## src/rtl/lsu_data_ram.sv

```systemverilog
// lsu_data_ram
// Single-port data memory for the RV32I load/store unit. Executes
// LB/LH/LW/LBU/LHU/SB/SH/SW with byte-lane writes, sign/zero extension of
// loads, and fault reporting for misaligned accesses and illegal funct3.
// One request may be outstanding; the response is held until consumed.
//
// Ports:
//   clk         clock, all state updates on the rising edge
//   rst_n       asynchronous active-low reset (the array is not reset)
//   req         request valid, accepted only while ready=1
//   we          1 = store, 0 = load (sampled with req)
//   funct3      RV32I funct3 of the access
//   addr        byte address
//   wdata       right-aligned store data
//   ready       block is idle and can accept a request
//   rvalid      response valid
//   rready      consumer accepts the response
//   rdata       extended load result; 0 for stores and faults
//   fault       qualifies rvalid: the request was rejected
//   fault_addr  address of the most recent faulting request
module lsu_data_ram #(
  parameter int ADDR_W = 8
) (
  input  logic              clk,
  input  logic              rst_n,
  input  logic              req,
  input  logic              we,
  input  logic [2:0]        funct3,
  input  logic [ADDR_W-1:0] addr,
  input  logic [31:0]       wdata,
  output logic              ready,
  output logic              rvalid,
  input  logic              rready,
  output logic [31:0]       rdata,
  output logic              fault,
  output logic [ADDR_W-1:0] fault_addr
);

  localparam int DEPTH = 1 << (ADDR_W - 2);

  typedef enum logic {
    IDLE = 1'b0,
    RESP = 1'b1
  } state_t;

  state_t              state_reg;
  logic [31:0]         rdata_reg;
  logic                fault_reg;
  logic [ADDR_W-1:0]   fault_addr_reg;

  logic [ADDR_W-3:0]   word_idx;
  logic [1:0]          lane;
  logic                accept;
  logic                legal;
  logic                misaligned;
  logic                bad;
  logic                wr_en;
  logic [3:0]          be;
  logic [31:0]         wdata_lane;
  logic [31:0]         rd_word;
  logic [7:0]          rd_byte;
  logic [15:0]         rd_half;
  logic [31:0]         load_val;

  assign word_idx = addr[ADDR_W-1:2];
  assign lane     = addr[1:0];
  assign accept   = req && (state_reg == IDLE);

  // Access legality: unsigned loads have no store counterpart, and
  // alignment only matters for halfword and word sizes.
  always_comb begin
    legal      = 1'b0;
    misaligned = 1'b0;
    case (funct3)
      3'b000: legal = 1'b1;
      3'b001: begin
        legal      = 1'b1;
        misaligned = addr[0];
      end
      3'b010: begin
        legal      = 1'b1;
        misaligned = |addr[1:0];
      end
      3'b100: legal = !we;
      3'b101: begin
        legal      = !we;
        misaligned = addr[0];
      end
      default: legal = 1'b0;
    endcase
  end

  assign bad   = !legal || misaligned;
  assign wr_en = accept && we && !bad;

  // Replicate the store data across lanes so each lane RAM sees its byte
  // on the same bit positions regardless of the address offset.
  always_comb begin
    be         = 4'b0000;
    wdata_lane = wdata;
    case (funct3[1:0])
      2'b00: begin
        be         = 4'b0001 << lane;
        wdata_lane = {4{wdata[7:0]}};
      end
      2'b01: begin
        be         = addr[1] ? 4'b1100 : 4'b0011;
        wdata_lane = {2{wdata[15:0]}};
      end
      2'b10: begin
        be         = 4'b1111;
        wdata_lane = wdata;
      end
      default: begin
        be         = 4'b0000;
        wdata_lane = wdata;
      end
    endcase
  end

  // One byte-wide array per lane: lane writes never collide and the
  // contents survive rst_n, but no write happens while reset is held.
  for (genvar gi = 0; gi < 4; gi++) begin : g_lane
    logic [7:0] lane_mem [DEPTH];

    always_ff @(posedge clk) begin
      if (rst_n && wr_en && be[gi]) begin
        lane_mem[word_idx] <= wdata_lane[gi*8 +: 8];
      end
    end

    assign rd_word[gi*8 +: 8] = lane_mem[word_idx];
  end

  assign rd_byte = rd_word[{lane, 3'b000} +: 8];
  assign rd_half = addr[1] ? rd_word[31:16] : rd_word[15:0];

  always_comb begin
    load_val = 32'h0;
    case (funct3)
      3'b000:  load_val = {{24{rd_byte[7]}}, rd_byte};
      3'b001:  load_val = {{16{rd_half[15]}}, rd_half};
      3'b010:  load_val = rd_word;
      3'b100:  load_val = {24'h0, rd_byte};
      3'b101:  load_val = {16'h0, rd_half};
      default: load_val = 32'h0;
    endcase
  end

  // Response is captured on the accept edge and held through RESP, so
  // rdata/fault stay stable however long the consumer stalls.
  always_ff @(posedge clk or negedge rst_n) begin
    if (!rst_n) begin
      state_reg      <= IDLE;
      rdata_reg      <= 32'h0;
      fault_reg      <= 1'b0;
      fault_addr_reg <= '0;
    end else begin
      case (state_reg)
        IDLE: begin
          if (accept) begin
            state_reg <= RESP;
            if (bad) begin
              fault_reg      <= 1'b1;
              rdata_reg      <= 32'h0;
              fault_addr_reg <= addr;
            end else begin
              fault_reg <= 1'b0;
              rdata_reg <= we ? 32'h0 : load_val;
            end
          end
        end
        RESP: begin
          if (rready) begin
            state_reg <= IDLE;
          end
        end
        default: state_reg <= IDLE;
      endcase
    end
  end

  assign ready      = (state_reg == IDLE);
  assign rvalid     = (state_reg == RESP);
  assign rdata      = rdata_reg;
  assign fault      = fault_reg;
  assign fault_addr = fault_addr_reg;

endmodule

```

## config.mk

```make
export PLATFORM = sky130hd
export DESIGN_NAME = lsu_data_ram
export DESIGN_NICKNAME = d
export VERILOG_FILES = /design/src/rtl/lsu_data_ram.sv
export SDC_FILE = /design/constraint.sdc
export NUM_CORES = 2
export LEC_CHECK = 0
export CAP_MARGIN = 15
export CORE_ASPECT_RATIO = 1.2
export CORE_MARGIN = 4
export CORE_UTILIZATION = 60
export CTS_CLUSTER_SIZE = 25
export DETAILED_ROUTE_END_ITERATION = 10
export PLACE_DENSITY = 0.77
export SETUP_SLACK_MARGIN = 0.1
export SYNTH_ARGS = -nofsm -noshare
export SYNTH_HDL_FRONTEND = slang
export SYNTH_SLANG_ARGS = --single-unit
export TNS_END_PERCENT = 20
```

## constraint.sdc

```tcl
create_clock -name clk -period 3.3 [get_ports clk]
set_clock_uncertainty 0.05 [all_clocks]
set_input_delay 0.66 -clock clk [delete_from_list [all_inputs] [get_ports clk]]
set_output_delay 0.66 -clock clk [all_outputs]
set_load 0.03 [all_outputs]
```

After elaboration in Yosys (flattened, before gate mapping)
Memories as Yosys holds them, arrays and structs flattened.
Cells that the tools add are included.
Widths: inputs -> output; s select.
Cells by class
  eq/ne operators: 6
  shift-type cells: 2
  multiplexer cells: 21
  bitwise gates (word level): 1
  reduce and logical (&&, ||, !) cells: 20
Operator list (number)
  $pmux 32 s5: 1
  $mux 32: 2
  $pmux 32 s2: 1
  $shiftx 32x6->8: 1
  $mux 16: 1
  $pmux 4 s3: 1
  $mux 1: 11
  $logic_and 1x1->1: 8
  $eq 3x3->1 const B: 2
  $pmux 1 s2: 3
  $reduce_or 2->1: 3
  $mux 4: 1
  $shl 1x2->4 const A: 1
  $eq 3x1->1 const B: 1
  $eq 3x2->1 const B: 1
  $logic_not 1->1: 3
  $logic_not 3->1: 1
  $reduce_and 3->1: 1
  $reduce_or 3->1: 1
  $eq 2x1->1 const B: 1
  $eq 2x2->1 const B: 1
  $logic_not 2->1: 1
  $reduce_and 2->1: 1
  $logic_or 1x1->1: 1
  $not 1->1: 1
Storage, ports and cells
  bits in registers: 42
  RAM bits: 2048
  bits of input ports: 48
  output and inout bits: 43
  word-level logic and storage cells: 58
  memories kept: 4
Memory list
  g_lane[0].lane_mem: depth 64, bits a word 8, read ports 1, clocked after memory_dff 0, write ports 1, line 124  | logic [7:0] lane_mem [DEPTH];
  g_lane[1].lane_mem: depth 64, bits a word 8, read ports 1, clocked after memory_dff 0, write ports 1, line 124
  g_lane[2].lane_mem: depth 64, bits a word 8, read ports 1, clocked after memory_dff 0, write ports 1, line 124
  g_lane[3].lane_mem: depth 64, bits a word 8, read ports 1, clocked after memory_dff 0, write ports 1, line 124

Logic depth before layout (Yosys ltp)
  word-level depth: 11
  depth in mapped cells: 15
  gate-level depth less buffers: 8

Least setup slack after synthesis
OpenSTA, ideal clock, no wires.
  path kind: input port to flip-flop
  start point: input port funct3[0]
  end point: memory g_lane[3].lane_mem[0][0], data pin
  library setup time: 702 ps
  data arrival time: 3973 ps
  data required time: 2548 ps
  setup slack: -1425 ps
  stages: 4
  path buffers: 2
  cells stage by stage: clkbuf_1 buf_1 mux2i_1 o21ai_0
Between the ends
  longest elaborated chain between the ends: 2
  elaborated cells on any way between the ends: 3
  those cells by class: eq/ne (1); mux (1); reduce/logical (1)
Ends and longest elaborated chain
  from (decl): line 28  | input logic [2:0] funct3,
  $eq 2x1->1 or $logic_not 2->1 (tied branches): line 101  | case (funct3[1:0])
  $pmux 32 s2 *: line 101
  via wdata_lane[24]: line 59  | logic [31:0] wdata_lane;
  to (decl): line 124
Mark *: on every way through the listed nets, which the timed path passes. The rest lies on a longest branch.

Worst setup path in the final report
  start point: input port addr[4]
  end point: register rdata_reg[8], in the netlist rdata[8]
Between the ends
  longest elaborated chain between the ends: 5
  elaborated cells on any way between the ends: 9
  those cells by class: shift (1); mux (4); memory (4)
Ends and longest elaborated chain
  from (decl): line 29  | input logic [ADDR_W-1:0] addr,
  $mem_v2 64x8
  $shiftx 32x6->8 or $mux 16 (tied branches): line 135, 136
  $pmux 32 s5 *: line 140  | case (funct3)
  $mux 32 *: line 169  | rdata_reg <= we ? 32'h0 : load_val;
  $mux 32 *: line 163  | if (bad) begin
  to (signal assigned): line 169
  to (decl): line 47  | logic [31:0] rdata_reg;
Every way passes the cells marked *; elsewhere a longest branch is shown, timed or not.
A chain may end at the register's enable or synchronous reset.

==> run summary <==
Endpoints failing setup = 3
Post-synth top flop = edfxtp_1
Final period utilization = 101%
Max Cap Violations = 0
Final design utilization = 73.3%
Core Area = 0.134 mm2
CP Data Arrival Time = 4.01 ns
Status = complete, but fails checks
Synth top area cells = edfxtp_1, mux2i_1, a22oi_1, nor2_1, mux2_2
Clock Path Buffers = 3
DP Area = 0.0924 mm2
Synth cell types = 92
Rows = 147
RD Place Congestion = 1.00
Pint = 42.8 mW
Delay-heaviest family, CP = compound AO/OA/AOI/OAI gates
Inst Count DP = 7340
Multi-input gate area = 0.0171 mm2
Syn_area_per_cell = 17.1 um2
Critical Path RT = 3.96 ns
Total power = 55.3 mW
Pre-antenna DRT Iters = 10
Slew @ Worst Pin = 1.15 ns
Critical Path Sink Type = flop
Crit path launch type = input pin
Clock buffer count from CTS = 186
Drt first-iter violations = 10900
Switching part of the total power = 22.7%
Post-route setup TNS = -0.0606 ns
Setup ws final = -0.0420 ns
Clk network pwr share = 38.8%
Grt ovf = 0
Number of global-route vias before repair = 53600
Port Buffers = 90
Sink Count = 2090
Post-Syn Instances = 4749
DR vias/cell = 7.16
Post-route design area = 0.0985 mm2
GR Util met3 = 12.6%
Antenna violations before repair = 8
EDFF count, synth = 2048
Htree depth = 4
NumNets Final = 5793
# IOs = 91
Count leader, synth = edfxtp_1
Post-DP HPWL = 192000 um
Area taken by flip-flops and latches = 0.0626 mm2
Combinational cell fraction of total power = 8.1%
Slew HR = 23.2%
Post-synth ARST share = 2.01%
Max FFs per register = 2048
Worst Path Max Fanout = 19
Crit path cell chain = buf_8 -> buf_12 -> buf_12 -> buf_4 -> mux2i_1 -> o2111ai_1 -> a221oi_1 -> o32ai_1 -> a2111oi_4 -> buf_4 -> o21ai_0 -> nand3b_1
Die width = 344 um
Slew Viols, Final = 0
Sequential Power Share = 53.1%
Worst-skew pair later-pin latency = 0.85 ns
Die ar. = 0.142 mm2
Clock-pin slew on the worst setup and hold paths = 0.07 ns
NetSw = 12.6 mW
PD cells = 562 mW/mm2
Synthesized cell area = 0.0813 mm2
WP buf/inv = 5
F_max = 299 MHz
Initial Utilization = 60.6%
Yosys reg bits = 2090
Max incr delay on CP = 0.73 ns
CTS tree = built
Min Tclk post-route = 3.34 ns
Routed len/inst = 37.0 um
Lkg Pwr = 33.4 nW
Pin count of the biggest net entering global routing = 67
Met1 Usage GRT = 50.0%
Syn Nets = 4797
Sequential fraction of the synthesis area = 76.9%
Met2 Track Usage GR = 60.0%
CP max-delay cell = mux2i_1
Fillers = 7702
Layout Cells excl Fill = 7695
DR vias = 55100
Post-route ant nets = 0
Total track usage = 40.2%
GRT Max-Usage Layer = met2
Share of the synthesized area in the top cell type = 75.6%
Die extent in y = 411 um
Area leader, netlist = edfxtp_1
Hold Path Class = in -> reg
Final hold vios = 0
Maximum vdd drop = 0.000538 V
Area grow syn2layout = 21.1%
RSZ-0062 raised after global routing = yes
Critical path class = in -> reg
CTS Root Cell = clkbuf_16
Total number of yosys warnings = 0
Failing checks = setup timing
WL final = 285000 um
Share of layout cells above drive strength 1 = 26.5%
# DRC = 0
First-pass GRT wire length = 397000 um
Commonest cells post-synth = edfxtp_1, nor2_1, a22oi_1, mux2i_1, nand2_1
[worst register-to-register path, cell delays in order (launching register included)]
cell and delay (ns):
edfxtp_1 0.37, mux2_2 0.28, a221oi_1 0.31, a21o_1 0.13, o21ai_0 0.27, a2111oi_0 0.66
buf_4 0.21, nor4bb_1 0.27, buf_4 0.21, mux2_2 0.18, o2111ai_1 0.11
[layout make-up]
| class | count | area share [%] |
|---|---|---|
| multi-input cells | 2307 | 17.3 |
| flip-flops and latches | 2090 | 63.5 |
| well taps | 1788 | 2.27 |
| repair buffers | 1152 | 10.8 |
| clock inverters | 116 | 0.988 |
| clock buffers | 226 | 5.03 |
| inverters | 8 | 0.0343 |
| diodes | 8 | 0.0203 |
[power by group through the flow]
stage | combinational (mW) | clock, mW | sequential, mW
floorplan | 1.70 | 0 | 30.1
global placement | 4.13 | 0 | 30.0
detailed placement | 4.21 | 0 | 30.0
CTS | 4.26 | 21.4 | 29.4
global route | 4.51 | 22.6 | 29.4
finish | 4.49 | 21.4 | 29.4
[metal layers]
layer / wire [um] / part of all wire (%)
met2: 126000 / 44
met3: 45200 / 16
met5: 50 / 0.018
met1: 86400 / 30
met4: 27500 / 9.7
[placed cells by master (no fill, tap or decap), drive strengths merged, types with 50 or more instances in the layout]
cell and count:
clkinv 89, clkdlybuf4s50 77, a31oi 61, mux2 116, nand2 206, mux2i 246, a22oi 296, a22o 65
nor2 347, o22ai 70, a21oi 158, o21ai 117, edfxtp 2048, clkbuf 226, mux4 50, buf 1074
a221oi 143
[worst paths after layout]
path | start | to | slack, ns | cells past startpoint
max | addr[4] | rdata[8] | -0.04 | 12
min | wdata[2] | g_lane[0].lane_mem[27][2] | 0.12 | 1
max reg2reg | g_lane[1].lane_mem[12][4] | rdata[4] | 0.09 | 10
min reg2reg | rdata[22] | rdata[22] | 0.45 | 2
max in group asynchronous | rst_n | rdata[4] | 2.41 | 3
min in group asynchronous | rst_n | rvalid | 0.42 | 3
[cell families after synthesis]
| logic type | synth area share, % |
|---|---|
| buf+inv | 2.44 |
| flops | 76.9 |
| simple gates | 4.19 |
| mux | 6.05 |
| compound gates | 10.4 |
[timing repair]
item / in CTS / in global routing
endpoints found under the setup margin: 3 / 2
buffers inserted: 0 / 0
resized for setup: 1 / 1
hold buffers: 1 / 0
hold endpoints to repair: 42 / 0
[metrics by stage]
stage               hold slack, ns  setup slack, ns
floorplan                    0.314           0.0615
global placement             0.414           -0.621
detailed placement           0.436           -0.769
CTS                          0.120            0.151
global route                 0.111          0.00235
finish                       0.117          -0.0420
Note: power is estimated with default switching activity, not from simulation.
